<file path="config.mk">
export PLATFORM = sky130hd
export DESIGN_NAME = matrix_paint_engine
export DESIGN_NICKNAME = d
export VERILOG_FILES = /design/src/rtl/matrix_pkg.sv /design/src/rtl/switch_edge_sync.sv /design/src/rtl/matrix_paint_engine.sv
export SDC_FILE = /design/constraint.sdc
export NUM_CORES = 1
export LEC_CHECK = 0
export CAP_MARGIN = 20
export CORE_MARGIN = 1.5
export CORE_UTILIZATION = 58
export DETAILED_ROUTE_END_ITERATION = 7
export DONT_BUFFER_PORTS = 1
export MAX_ROUTING_LAYER = met4
export PLACE_DENSITY = 0.76
export SETUP_SLACK_MARGIN = 0.15
export SYNTH_ARGS = -nofsm -noshare
export SYNTH_HDL_FRONTEND = slang
export SYNTH_SLANG_ARGS = --single-unit
</file>
<file path="constraint.sdc">
create_clock -name clk -period 2.59 [get_ports clk]
set_input_delay 0.518 -clock clk [delete_from_list [all_inputs] [get_ports clk]]
set_output_delay 0.518 -clock clk [all_outputs]
set_load 0.02 [all_outputs]
</file>
<file path="src/rtl/matrix_pkg.sv">
// ----------------------------------------------------------------------------
// matrix_pkg
//   Shared definitions for the two-player matrix paint engine:
//     - switch bit indices within each player's switch bus
//     - cursor coordinate type and cursor struct {x, y}
//     - wrap_step(): one-axis cursor step with wrap-around and
//       cancellation of opposing requests
// ----------------------------------------------------------------------------
package matrix_pkg;

    localparam int unsigned SW_UP     = 0;
    localparam int unsigned SW_DOWN   = 1;
    localparam int unsigned SW_LEFT   = 2;
    localparam int unsigned SW_RIGHT  = 3;
    localparam int unsigned SW_TOGGLE = 4;
    localparam int unsigned SW_CLEAR  = 5;
    // Number of low switch bits that carry a function; higher bits are ignored.
    localparam int unsigned SW_USED   = 6;

    // Coordinates are sized for the largest supported matrix dimension so the
    // struct stays a package type while WIDTH/HEIGHT remain top parameters.
    localparam int unsigned MAX_DIM = 256;
    localparam int unsigned COORD_W = $clog2(MAX_DIM);

    typedef logic [COORD_W-1:0] coord_t;

    typedef struct packed {
        coord_t x;
        coord_t y;
    } cursor_t;

    // Step one coordinate by +1 (inc) or -1 (dec) modulo dim. Both or neither
    // request leaves the coordinate unchanged.
    function automatic coord_t wrap_step(coord_t c, logic inc, logic dec, int unsigned dim);
        coord_t last;
        last = coord_t'(dim - 1);
        if (inc && !dec) begin
            return (c == last) ? '0 : c + coord_t'(1);
        end else if (dec && !inc) begin
            return (c == '0) ? last : c - coord_t'(1);
        end
        return c;
    endfunction

endpackage

</file>
<file path="src/rtl/switch_edge_sync.sv">
// ----------------------------------------------------------------------------
// switch_edge_sync
//   N-bit two-flop synchroniser followed by a registered rising-edge detector.
//   A switch edge captured by the first flop at clk edge n produces a one-cycle
//   pulse on rise_o that is consumed at clk edge n+3.
// Ports
//   clk     in   1  system clock
//   rst_n   in   1  asynchronous reset, active low (all flops cleared)
//   sw_i    in   N  raw switch inputs, asynchronous to clk
//   rise_o  out  N  one-cycle pulse per rising edge, registered
// ----------------------------------------------------------------------------
module switch_edge_sync #(
    parameter int unsigned N = 6
) (
    input  logic         clk,
    input  logic         rst_n,
    input  logic [N-1:0] sw_i,
    output logic [N-1:0] rise_o
);

    logic [N-1:0] meta_q;
    logic [N-1:0] sync_q;
    logic [N-1:0] prev_q;
    logic [N-1:0] rise_q;
    logic [N-1:0] rise_d;

    always_comb begin
        rise_d = sync_q & ~prev_q;
    end

    always_ff @(posedge clk or negedge rst_n) begin
        if (!rst_n) begin
            meta_q <= '0;
            sync_q <= '0;
            prev_q <= '0;
            rise_q <= '0;
        end else begin
            meta_q <= sw_i;
            sync_q <= meta_q;
            prev_q <= sync_q;
            rise_q <= rise_d;
        end
    end

    assign rise_o = rise_q;

endmodule

</file>
<file path="src/rtl/matrix_paint_engine.sv">
// ----------------------------------------------------------------------------
// matrix_paint_engine
//   Two-player paint engine for a WIDTH x HEIGHT LED matrix. Each player owns a
//   cursor that moves with wrap-around; players toggle the pixel under their
//   cursor or clear the whole framebuffer, all on switch rising edges.
//   Pixel index on the flat bus is y*WIDTH + x.
//   Optional feature macro: CURSOR_BLINK_EN -- when defined, cursor pixels are
//   inverted on the output during alternate BLINK_DIV-cycle phases.
// Ports
//   clk          in   1             system clock
//   rst_n        in   1             asynchronous reset, active low
//   switches_p1  in   SW_W          player 1 switches (async)
//   switches_p2  in   SW_W          player 2 switches (async)
//   matrix       out  WIDTH*HEIGHT  LED drive, 1 = lit (from registered state only)
// ----------------------------------------------------------------------------
module matrix_paint_engine
    import matrix_pkg::*;
#(
    parameter int unsigned WIDTH     = 4,
    parameter int unsigned HEIGHT    = 4,
    parameter int unsigned SW_W      = 8,
    parameter int unsigned BLINK_DIV = 6000000
) (
    input  logic                    clk,
    input  logic                    rst_n,
    input  logic [SW_W-1:0]         switches_p1,
    input  logic [SW_W-1:0]         switches_p2,
    output logic [WIDTH*HEIGHT-1:0] matrix
);

    localparam int unsigned NPIX = WIDTH * HEIGHT;

    logic [SW_USED-1:0] rise_p1;
    logic [SW_USED-1:0] rise_p2;

    cursor_t         p1_q, p1_d;
    cursor_t         p2_q, p2_d;
    logic [NPIX-1:0] fb_q, fb_d;

    switch_edge_sync #(
        .N (SW_USED)
    ) u_sync_p1 (
        .clk    (clk),
        .rst_n  (rst_n),
        .sw_i   (switches_p1[SW_USED-1:0]),
        .rise_o (rise_p1)
    );

    switch_edge_sync #(
        .N (SW_USED)
    ) u_sync_p2 (
        .clk    (clk),
        .rst_n  (rst_n),
        .sw_i   (switches_p2[SW_USED-1:0]),
        .rise_o (rise_p2)
    );

    generate
        if (SW_W > SW_USED) begin : g_unused_sw
            logic unused_sw;
            assign unused_sw = ^{switches_p1[SW_W-1:SW_USED], switches_p2[SW_W-1:SW_USED]};
        end
    endgenerate

    // One-hot mask of the pixel under a cursor.
    function automatic logic [NPIX-1:0] pix_mask(cursor_t c);
        logic [NPIX-1:0] m;
        int unsigned     idx;
        m   = '0;
        idx = int'(c.y) * WIDTH + int'(c.x);
        for (int unsigned i = 0; i < NPIX; i++) begin
            if (i == idx) begin
                m[i] = 1'b1;
            end
        end
        return m;
    endfunction

    function automatic cursor_t move(cursor_t c, logic [SW_USED-1:0] r);
        cursor_t n;
        n.x = wrap_step(c.x, r[SW_RIGHT], r[SW_LEFT], WIDTH);
        n.y = wrap_step(c.y, r[SW_DOWN], r[SW_UP], HEIGHT);
        return n;
    endfunction

    always_comb begin
        logic [NPIX-1:0] tog;
        tog = '0;
        // Toggles use the cursor positions held before this cycle's moves.
        if (rise_p1[SW_TOGGLE]) begin
            tog = tog | pix_mask(p1_q);
        end
        if (rise_p2[SW_TOGGLE]) begin
            tog = tog | pix_mask(p2_q);
        end
        // OR-ing the masks makes a shared pixel invert once.
        fb_d = fb_q ^ tog;
        if (rise_p1[SW_CLEAR] || rise_p2[SW_CLEAR]) begin
            fb_d = '0;
        end
        p1_d = move(p1_q, rise_p1);
        p2_d = move(p2_q, rise_p2);
    end

    always_ff @(posedge clk or negedge rst_n) begin
        if (!rst_n) begin
            fb_q   <= '0;
            p1_q.x <= '0;
            p1_q.y <= '0;
            p2_q.x <= coord_t'(WIDTH - 1);
            p2_q.y <= coord_t'(HEIGHT - 1);
        end else begin
            fb_q <= fb_d;
            p1_q <= p1_d;
            p2_q <= p2_d;
        end
    end

`ifdef CURSOR_BLINK_EN
    localparam int unsigned CNT_W = $clog2(BLINK_DIV);

    logic [CNT_W-1:0] blink_cnt_q;
    logic             blink_phase_q;

    always_ff @(posedge clk or negedge rst_n) begin
        if (!rst_n) begin
            blink_cnt_q   <= '0;
            blink_phase_q <= 1'b0;
        end else if (blink_cnt_q == CNT_W'(BLINK_DIV - 1)) begin
            blink_cnt_q   <= '0;
            blink_phase_q <= ~blink_phase_q;
        end else begin
            blink_cnt_q <= blink_cnt_q + CNT_W'(1);
        end
    end

    // Overlapping cursors produce a single inversion because the masks are OR-ed.
    assign matrix = blink_phase_q ? (fb_q ^ (pix_mask(p1_q) | pix_mask(p2_q))) : fb_q;
`else
    logic unused_blink;
    assign unused_blink = (BLINK_DIV == 0);
    assign matrix = fb_q;
`endif

endmodule
</file>
# --- Yosys cells after proc, flatten, opt, wreduce, memory -nomap -nowiden ---
# Index checks and enable logic that the tools add are counted.
# Widths: inputs -> output; s select.
word_totals:
  ff_bits: 96
  inputBits: 18
  output_inout_bits: 16
  word_cells: 161
op_classes:
  add_sub_neg: 10
  eq_ne: 34
  muxes: 75
  bitwise_logic: 6
  reduce_logical: 23
op_table:
  columns: ["cell", "count"]
  rows:
  - ["$eq 4x11->1 const A", 16]
  - ["$mux 8", 16]
  - ["$eq 3x11->1 const A", 8]
  - ["$logic_not 32->1", 2]
  - ["$mux 1", 56]
  - ["$mux 16", 3]
  - ["$eq 2x11->1 const A", 4]
  - ["$add 8x1->8 const B", 4]
  - ["$eq 8x2->1 const B", 4]
  - ["$logic_not 8->1", 4]
  - ["$sub 8x1->8 const B", 4]
  - ["$add 10x8->11", 2]
  - ["$eq 1x11->1 const A", 2]
  - ["$or 16x16->16", 1]
  - ["$xor 16x16->16", 1]
  - ["$and 6x6->6", 2]
  - ["$not 6->6", 2]
  - ["$logic_and 1x1->1", 8]
  - ["$logic_not 1->1", 8]
  - ["$logic_or 1x1->1", 1]

# --- Longest topological paths before layout ---
# Gate-level depths: netlist (run 1).
depth:
  word_depth: 8
  mapped_depth: 11

# --- Cells and area by module ---
# From an unflattened synthesis (run 1), not the netlist that was laid out.
hier_totals:
  hier_cells: 566
  area_unflattened_um2: 5535.3
modules_own_cells:
  columns: ["mod", "n_inst", "cells_each", "area_per_inst_um2", "seq_area_each_um2"]
  rows:
  - ["matrix_paint_engine", 1, 506, 4169.0, 1206.2]
  - ["switch_edge_sync", 2, 30, 683.2, 600.6]

# --- Least setup slack after synthesis (run 1) ---
# No wires, ideal clock.
synth_timing:
  kind: "register to register"
  start: "reg p2_q[0] in the netlist's numbering"
  end: "reg fb_q[11] (netlist: matrix[11])"
  t_arrival_ns: 2.448
  t_required_ns: 2.511
  slack_ns: 0.063
  path_stages_with_launch: 11
  path_buffers: 1
  synth_period_minus_slack_ns: 2.527
  path_cell_list: "dfstp_2 ha_1 inv_1 fa_1 xnor2_1 nor4b_1 o21ai_0 a21o_1 buf_2 o32ai_2 mux2i_1"
synth_via:
  elab_chain_len: 8
synth_lines:
  columns: ["item", "line_no", "rtl"]
  rows:
  - ["start: declaration", "matrix_paint_engine.sv:37", "cursor_t p2_q, p2_d;"]
  - ["start signal: assignment", "matrix_paint_engine.sv:115", "p2_q <= p2_d;"]
  - ["$add 10x8->11", "matrix_paint_engine.sv:70", "idx = int'(c.y) * WIDTH + int'(c.x);"]
  - ["$eq 4x11->1", "matrix_paint_engine.sv:72", "if (i == idx) begin"]
  - ["$mux 1", "matrix_paint_engine.sv:72", null]
  - ["$mux 1", "matrix_paint_engine.sv:93", "if (rise_p2[SW_TOGGLE]) begin"]
  - ["$or 16x16->16", "matrix_paint_engine.sv:94", "tog = tog | pix_mask(p2_q);"]
  - ["$mux 16", "matrix_paint_engine.sv:93", null]
  - ["$xor 16x16->16", "matrix_paint_engine.sv:97", "fb_d = fb_q ^ tog;"]
  - ["$mux 16", "matrix_paint_engine.sv:98", "if (rise_p1[SW_CLEAR] || rise_p2[SW_CLEAR]) begin"]
  - ["net fb_d[11]", "matrix_paint_engine.sv:38", "logic [NPIX-1:0] fb_q, fb_d;"]
  - ["end signal: assignment", "matrix_paint_engine.sv:107", "fb_q <= '0;"]
  - ["end signal: assignment", "matrix_paint_engine.sv:113", "fb_q <= fb_d;"]
  - ["end: declaration", "matrix_paint_engine.sv:38", null]
# The timed path passes the listed nets, and every way through them passes these cells. The select of a mux whose other input is x is not followed.
# A chain may end at the register's enable or synchronous reset.

# --- Worst setup path in the final report (run 1) ---
layout_timing:
  start: "reg p2_q[0] in the netlist's numbering"
  end: "reg fb_q[7] (netlist: matrix[7])"
layout_via:
  elab_chain_len: 8
layout_lines:
  columns: ["item", "line_no"]
  rows:
  - ["$add 10x8->11", "matrix_paint_engine.sv:70"]
  - ["$eq 3x11->1", "matrix_paint_engine.sv:72"]
  - ["$mux 1", "matrix_paint_engine.sv:72"]
  - ["$mux 1", "matrix_paint_engine.sv:93"]
  - ["$or 16x16->16", "matrix_paint_engine.sv:94"]
  - ["$mux 16", "matrix_paint_engine.sv:93"]
  - ["$xor 16x16->16", "matrix_paint_engine.sv:97"]
  - ["$mux 16", "matrix_paint_engine.sv:98"]
  - ["net fb_d[7]", "matrix_paint_engine.sv:38"]
# The timed path passes the listed nets, and every way through them passes these cells. The select of a mux whose other input is x is not followed.

==> reports/qor.csv, run 1 <==
metric,value,unit
vias per cell,6.52,
H-tree depth,3,
vias in the first global route,4244,
core area,9150,um2
GR Overflow Total,0,
Mapped Avg Cell Area,9.63,um2
first-iteration detailed-routing DRC count,388,
largest net degree at the start of global routing,97,
CP Capture Type,register,
layout cell share with drive strength beyond 1,14.3,%
leakage,2.54,nW
nets,639,
Min-Delay Path Class,in -> async,
GP Congestion,0.897,
"Reg clk slew, reported paths",0.10,ns
Cell variety after synth,59,
relative slew slack,45.5,%
Hold Slack,-0.169,ns
mux contribution to synthesized area,3.50,%
CP Max Fanout,7,
xor/xnor share of the synthesized area,0.967,%
"EDFF count, synth",0,
P_int,3.56,mW
"Power, Total",6.51,mW
synth warn,0,
CTS tree,yes,
status,"finished, violations left",
Mapped Area,5430,um2
total track usage,25.3,%
Power per Cell Area,1070,nW/um2
max-slew violation total from the final report,0,
synthesized instance count,564,
PortBufs,0,
Synth Area in Compound Gates,19.4,%
post-synthesis sequential area ratio,44.3,%
Syn Nets,615,
drt wl/cell,16.9,um
pre-CTS WS,-0.100,ns
# Max-Cap Violations,0,
global-route wire length before repair,19800,um
Die ar.,9960,um2
Final Hold Fails,93,
Period minus WS final,2.64,ns
area delta synth->final,12.4,%
Clock Tree Buf Depth,2,
Psw,2.95,mW
simple-gate share of the synthesized area,20.2,%
Clock Skews,0.0164,ns
synthesized flop and latch total,96,
period utilization,102,%
Num CTS Buffers,9,
antenna cell count,0,
sw frac,45.4,%
root buf cell,clkbuf_8,
final WL,11900,um
CP Class,reg -> reg,
worst slew pin tran,0.810,ns
Initial Utilization,59.4,%
DRT Pass-1 Iters,6,
Die Y,99.8,um
top_reg_cell synth,dfrtp_1,
drt drc,0,
startpoint types,register,
unrepaired setup endpoints after global routing,yes,
Max Fclk,379,MHz
initial antenna violation count,0,
Final WS setup,-0.0517,ns
I/O pin cnt,34,
Skew-Pair Late Insertion Delay,0.37,ns
endpoints failing setup,7,
sequential share of power,32.4,%
Synth Area in Adders,7.87,%
arrival time worst endpoint,2.93,ns
Comb power frac,53.3,%
Post-DRT Antenna Nets,0,
clk sinks,96,
Core Rows,35,
Critical Path RT,2.88,ns
largest family of logic cells by synthesized area,simple AND/OR/NAND/NOR gates,
R2R Setup Slk,-0.05,ns
clock power share,14.3,%
Final HPWL DP,7990,um
DIE WIDTH,99.8,um
peak supply drop,0.636,mV
violated checks,"hold timing, setup timing",
DR vias,4587,
asr flop ratio synth,100,%
-- state kept, by name, summed over array words and instances, names as in the netlist --
| name | cells |
|---|---|
| p2_q | 16 |
| u_sync_p2.sync_q | 6 |
| u_sync_p1.rise_o | 6 |
| u_sync_p2.rise_o | 6 |
| u_sync_p2.meta_q | 6 |
| p1_q | 16 |
| u_sync_p1.meta_q | 6 |
| u_sync_p1.prev_q | 6 |
| u_sync_p2.prev_q | 6 |
| matrix | 16 |
| u_sync_p1.sync_q | 6 |
-- routing by layer --
layer	up-vias	global-route usage [%]	part of all wire, %
met2	196	39.1	48
met3	37	4.32	5.8
met5	-	-	0
met4	0	10.7	2.8
li1	2127	-	-
met1	2227	33.3	43
-- worst max-delay path: stages (launching register included) --
cell and delay [ns]:
dfstp_2 0.57, ha_4 0.13, inv_2 0.03, fa_2 0.37
xnor2_2 0.15, nor4b_2 0.27, o21ai_1 0.17, a21o_4 0.26
buf_6 0.15, o32ai_4 0.21, mux2i_1 0.24
-- cell usage after synthesis, drive strengths merged, types with 2 or more instances --
cell	number	area [um2]
a22oi	13	97.6
and3	13	81.3
mux2i	19	190
fa	2	40.0
nor2b	21	131
nor3	8	40.0
nand4	6	37.5
or3	24	150
nor4b	3	32.5
a21oi	28	140
clkbuf	16	60.1
nor4	6	37.5
dfstp	4	105
nand3	26	130
xnor2	2	17.5
o2bb2ai	2	17.5
ha	31	388
xor2	4	35.0
o32ai	10	151
o221ai	2	17.5
nand2b	3	18.8
buf	4	41.3
nor2	32	120
a31oi	13	81.3
o21ai	28	140
dfrtp	92	2300
inv	28	105
a221oi	7	61.3
a32oi	2	17.5
o31ai	15	113
nand2	65	244
nor3b	3	22.5
o2111ai	2	17.5
o22ai	11	87.6
-- area by class of cell --
cell class | count | area (um2)
Clock buffer | 9 | 124
Clock inverter | 7 | 62.6
Sequential cell | 96 | 2410
Multi-Input combinational cell | 420 | 3010
Fill cell | 671 | 3040
Inverter | 28 | 105
Tap cell | 111 | 139
Timing Repair Buffer | 33 | 263
-- path summary, 6_finish.rpt --
path | start | endpoint | cells past startpoint
worst max-delay path | p2_q[0] | matrix[7] | 10
worst min-delay path | rst_n | p2_q[15] | 0
worst max register to register | p2_q[0] | matrix[7] | 10
worst min register to register | u_sync_p2.meta_q[2] | u_sync_p2.sync_q[2] | 0
max in group asynchronous | rst_n | p2_q[8] | 0
min in group clk | switches_p1[3] | u_sync_p1.meta_q[3] | 0
-- cell usage in the layout, fill, tap and decap left out, drive strengths merged, types with 2 or more instances in the layout --
| master | netlist | final |
|---|---|---|
| dfrtp | 92 | 92 |
| nand2 | 65 | 65 |
| buf | 4 | 33 |
| nor2 | 32 | 32 |
| ha | 31 | 31 |
| inv | 28 | 31 |
| a21oi | 28 | 28 |
| o21ai | 28 | 28 |
| nand3 | 26 | 26 |
| or3 | 24 | 24 |
| nor2b | 21 | 21 |
| mux2i | 19 | 19 |
| o31ai | 15 | 15 |
| and3 | 13 | 13 |
| a31oi | 13 | 13 |
| a22oi | 13 | 13 |
| o22ai | 11 | 11 |
| o32ai | 10 | 10 |
| clkbuf | 16 | 9 |
| nor3 | 8 | 8 |
| a221oi | 7 | 7 |
| nor4 | 6 | 6 |
| nand4 | 6 | 6 |
| xor2 | 4 | 4 |
| dfstp | 4 | 4 |
| nand2b | 3 | 3 |
| nor3b | 3 | 3 |
| clkinvlp | 0 | 3 |
| nor4b | 3 | 3 |
| o2bb2ai | 2 | 2 |
| o221ai | 2 | 2 |
| a32oi | 2 | 2 |
| fa | 2 | 2 |
| xnor2 | 2 | 2 |
| o2111ai | 2 | 2 |
-- power groups by stage --
stage	sequential (mW)	combinational [mW]	clock, mW
after floorplan	2.12	2.16	0
after global placement	2.10	2.93	0
after detailed placement	2.12	3.05	0
after CTS	2.10	3.28	0.961
after global routing	2.15	3.81	1.03
final	2.11	3.47	0.932
-- timing repair --
action	in CTS	in global routing
pin swaps	21	4
setup endpoints to repair	16	19
endpoints found under the hold margin	96	96
setup buffers	2	3
gates resized for setup	25	8
-- cells by family after synthesis --
group | after synthesis
simple gates | 216
mux | 19
xor+xnor | 6
flops | 96
fa+ha+maj | 33
buf+inv | 48
compound gates | 146
-- per-stage QoR --
step                      setup TNS, ns  util, %  cells  instance area, um2
final                            -0.169     66.7    704                6110
after global placement           -0.232     62.1    683                5690
after global routing              -1.21     66.7    704                6110
after CTS                        -0.254     66.0    701                6040
after detailed placement         -0.592     62.1    683                5690
after floorplan                       0        -    564                5440
No activity file was read; power rests on OpenSTA's default activity.
==> inputs of run 2 (changes only) <==
CELL_PAD_IN_SITES_DETAIL_PLACEMENT = 1   (was default)
CELL_PAD_IN_SITES_GLOBAL_PLACEMENT = 2   (was default)
CORE_UTILIZATION = 37   (was 58)
PLACE_DENSITY = default   (was 0.76)
PLACE_DENSITY_LB_ADDON = 0.1   (was default)
SYNTH_HIERARCHICAL = 1   (was default)
==> reports/qor.csv, run 2 <==
metric,value,unit,change
Initial Utilization,37.9,%,-21 points
Post-DRT Antenna Nets,0,,unchanged
CP Max Fanout,8,,+1
largest net degree at the start of global routing,97,,unchanged
CP endpoint,matrix[15],,
unrepaired setup endpoints after global routing,yes,,
CP Capture Type,register,,
metal3 WL,224,um,-68%
total track usage,18.8,%,-6.5 points
vias in the first global route,4507,,+6.2%
relative slew slack,31.9,%,-14 points
P_int,4.09,mW,+15%
antenna cell count,0,,unchanged
Max Used Layer,met4,,
arrival time worst endpoint,2.75,ns,-0.18 ns
post-synthesis sequential area ratio,43.5,%,-0.81 points
I/O pin cnt,34,,unchanged
metal2 WL,7030,um,+22%
Clock Tree Buf Depth,2,,unchanged
clk sinks,96,,unchanged
Yosys top cell area share,41.6,%,-0.78 points
drt drc,0,,unchanged
first-iteration detailed-routing DRC count,173,,-55%
CP Class,reg -> reg,,
PortBufs,0,,unchanged
Num CTS Buffers,9,,unchanged
Mapped Area,5540,um2,+1.9%
Clock Skews,0.00899,ns,-0.00746 ns
violated checks,hold timing,,
H-tree depth,3,,unchanged
top_reg_cell synth,dfrtp_1,,
nets,639,,unchanged
area delta synth->final,18.3,%,
Hold Slack,-0.143,ns,+0.0256 ns
GR Overflow Total,0,,unchanged
peak supply drop,0.396,mV,-38%
Util after Layout,44.9,%,-22 points
footprint of the multi-input gates,3150,um2,+4.8%
Setup TNS,0,ns,+0.169 ns
FF-to-FF End,matrix[15],,
DR vias,4427,,-3.5%
Syn Nets,616,,+0.16%
period utilization,96.0,%,-6.0 points
"Power, Total",7.40,mW,+14%
layout cell share with drive strength beyond 1,19.5,%,+5.2 points
DRT Pass-1 Iters,4,,-2
# Max-Cap Violations,0,,unchanged
Final HPWL DP,9550,um,+20%
"EDFF count, synth",0,,unchanged
core area,14600,um2,+59%
"count leader, synth",dfrtp_1,,
Final Hold Fails,92,,-1.1%
register area,2410,um2,unchanged
Inst Count DP,753,,+10%
Critical Path RT,2.85,ns,-0.03 ns
drt wl/cell,18.2,um,+8.3%
root buf cell,clkbuf_16,,
"leading cell type in the layout, fill and taps excluded",dfrtp_1,,
Post-Layout Cell Count,778,,+11%
dominant cells by area after synthesis,"dfrtp_1, ha_1, nand2_1, mux2i_1, a32oi_1",,
Power per Cell Area,1130,nW/um2,+6.0%
CTS tree,yes,,
synthesized instance count,566,,+0.35%
endpoints failing setup,0,,-7
Skew-Pair Late Insertion Delay,0.35,ns,-0.02 ns
Min-Delay Path Class,in -> async,,
cells on worst reg2reg path,10,,unchanged
CP startpoint,p1_q[0],,
R2R Setup Slk,0.10,ns,+0.16 ns
Die ar.,15700,um2,+58%
Comb power frac,52.4,%,-0.9 points
Psw,3.31,mW,+12%
sequential share of power,28.6,%,-3.8 points
vias per cell,5.69,,-13%
most common library cells after synthesis,"dfrtp_1, nand2_1, nor2_1",,
sw frac,44.7,%,-0.65 points
synthesized flop and latch total,96,,unchanged
clock power share,19.0,%,+4.7 points
met1 wire length,6760,um,+33%
Mapped Avg Cell Area,9.78,um2,+1.5%
leakage,2.93,nW,+16%
synth warn,6,,+6
FF-to-FF Start,p1_q[0],,
Max Fclk,402,MHz,+6.2%
DIE WIDTH,125,um,+26%
initial antenna violation count,0,,unchanged
Core Rows,44,,+26%
startpoint types,register,,
Cell variety after synth,61,,+3.4%
worst slew pin tran,1.02,ns,+0.208 ns
global-route wire length before repair,23200,um,+17%
"area leader, netlist",dfrtp_1,,
status,"finished, violations left",,
asr flop ratio synth,100,%,unchanged
final WL,14200,um,+20%
FILL cells,1596,,+140%
most frequent cells in the layout,"dfrtp_1, nand2_1, nor2_1",,
Period minus WS final,2.49,ns,-0.155 ns
GP Congestion,0.802,,-11%
"Reg clk slew, reported paths",0.07,ns,-0.03 ns
Die Y,125,um,+26%
max-slew violation total from the final report,0,,unchanged
run 2: worst min-delay path by stage:
| stage | from | to | slack, ns | cells after the start |
|---|---|---|---|---|
| 6_report | rst_n | p1_q[5] | -0.14 | 0 |
| 2_1_floorplan | rst_n | matrix[0] | 0.22 | 0 |
| 4_1_cts | rst_n | p1_q[3] | -0.16 | 0 |
| 5_1_grt | rst_n | p1_q[5] | -0.16 | 0 |
| 3_3_place_gp | rst_n | p1_q[5] | 0.23 | 0 |
| 3_5_place_dp | rst_n | p1_q[5] | 0.23 | 0 |
run 2: cell families after synthesis:
logic type               Yosys count  synth area share [%]
AND/OR/NAND/NOR                  207                  21.4
AO/OA/AOI/OAI                    146                  18.4
flip-flops                        96                  43.5
buffers and inverters             57                  4.25
adder cells (fa/ha/maj)           32                  7.50
multiplexers                      22                  4.02
XOR/XNOR                           6                 0.949
run 2: stage by stage:
| stage | hold WS (ns) | setup slack (ns) | instance area, um2 |
|---|---|---|---|
| detailed placement | 0.225 | -0.0750 | 5880 |
| global route | -0.160 | 0.0240 | 6550 |
| finish | -0.143 | 0.103 | 6550 |
| CTS | -0.161 | 0.0756 | 6350 |
| floorplan | 0.222 | 0.179 | 5540 |
| global placement | 0.225 | 0.0199 | 5880 |
run 2: cell type report:
cell class	count	share of cell area, %
Tap cell	184	3.52
Inverter	32	1.83
Multi-Input combinational cell	413	48.2
Clock inverter	6	1.15
Clock buffer	10	3.65
Timing Repair Buffer	37	4.93
Sequential cell	96	36.8
run 2: repair_timing:
action                                 CTS  global route
setup endpoints to repair               16            20
pin swaps                               14             6
gates resized for setup                 25            24
endpoints found under the hold margin   92            92
cloned                                   0             2
setup buffers                            1             6
run 2: power groups by stage:
stage	Clock, mW	Sequential [mW]	Combinational (mW)
finish	1.41	2.12	3.88
global route	1.50	2.16	4.30
CTS	1.47	2.12	3.48
detailed placement	0	2.14	3.23
global placement	0	2.13	3.11
floorplan	0	2.08	2.29
run 2: per-layer routing:
metal / global-route usage, % / up-vias
met5: - / -
met1: 24.7 / 2244
met4: 6.42 / 0
met3: 2.35 / 14
met2: 30.2 / 33
li1: - / 2136
run 2: worst max-delay path, cell delays in order, from the launching register on:
cell and delay (ns):
dfrtp_1 0.36, ha_2 0.19, inv_2 0.04, fa_2 0.35, xnor2_1 0.13, or4b_4 0.49, a221oi_4 0.20, buf_6 0.16
buf_12 0.13, a32oi_2 0.10, mux2i_1 0.22
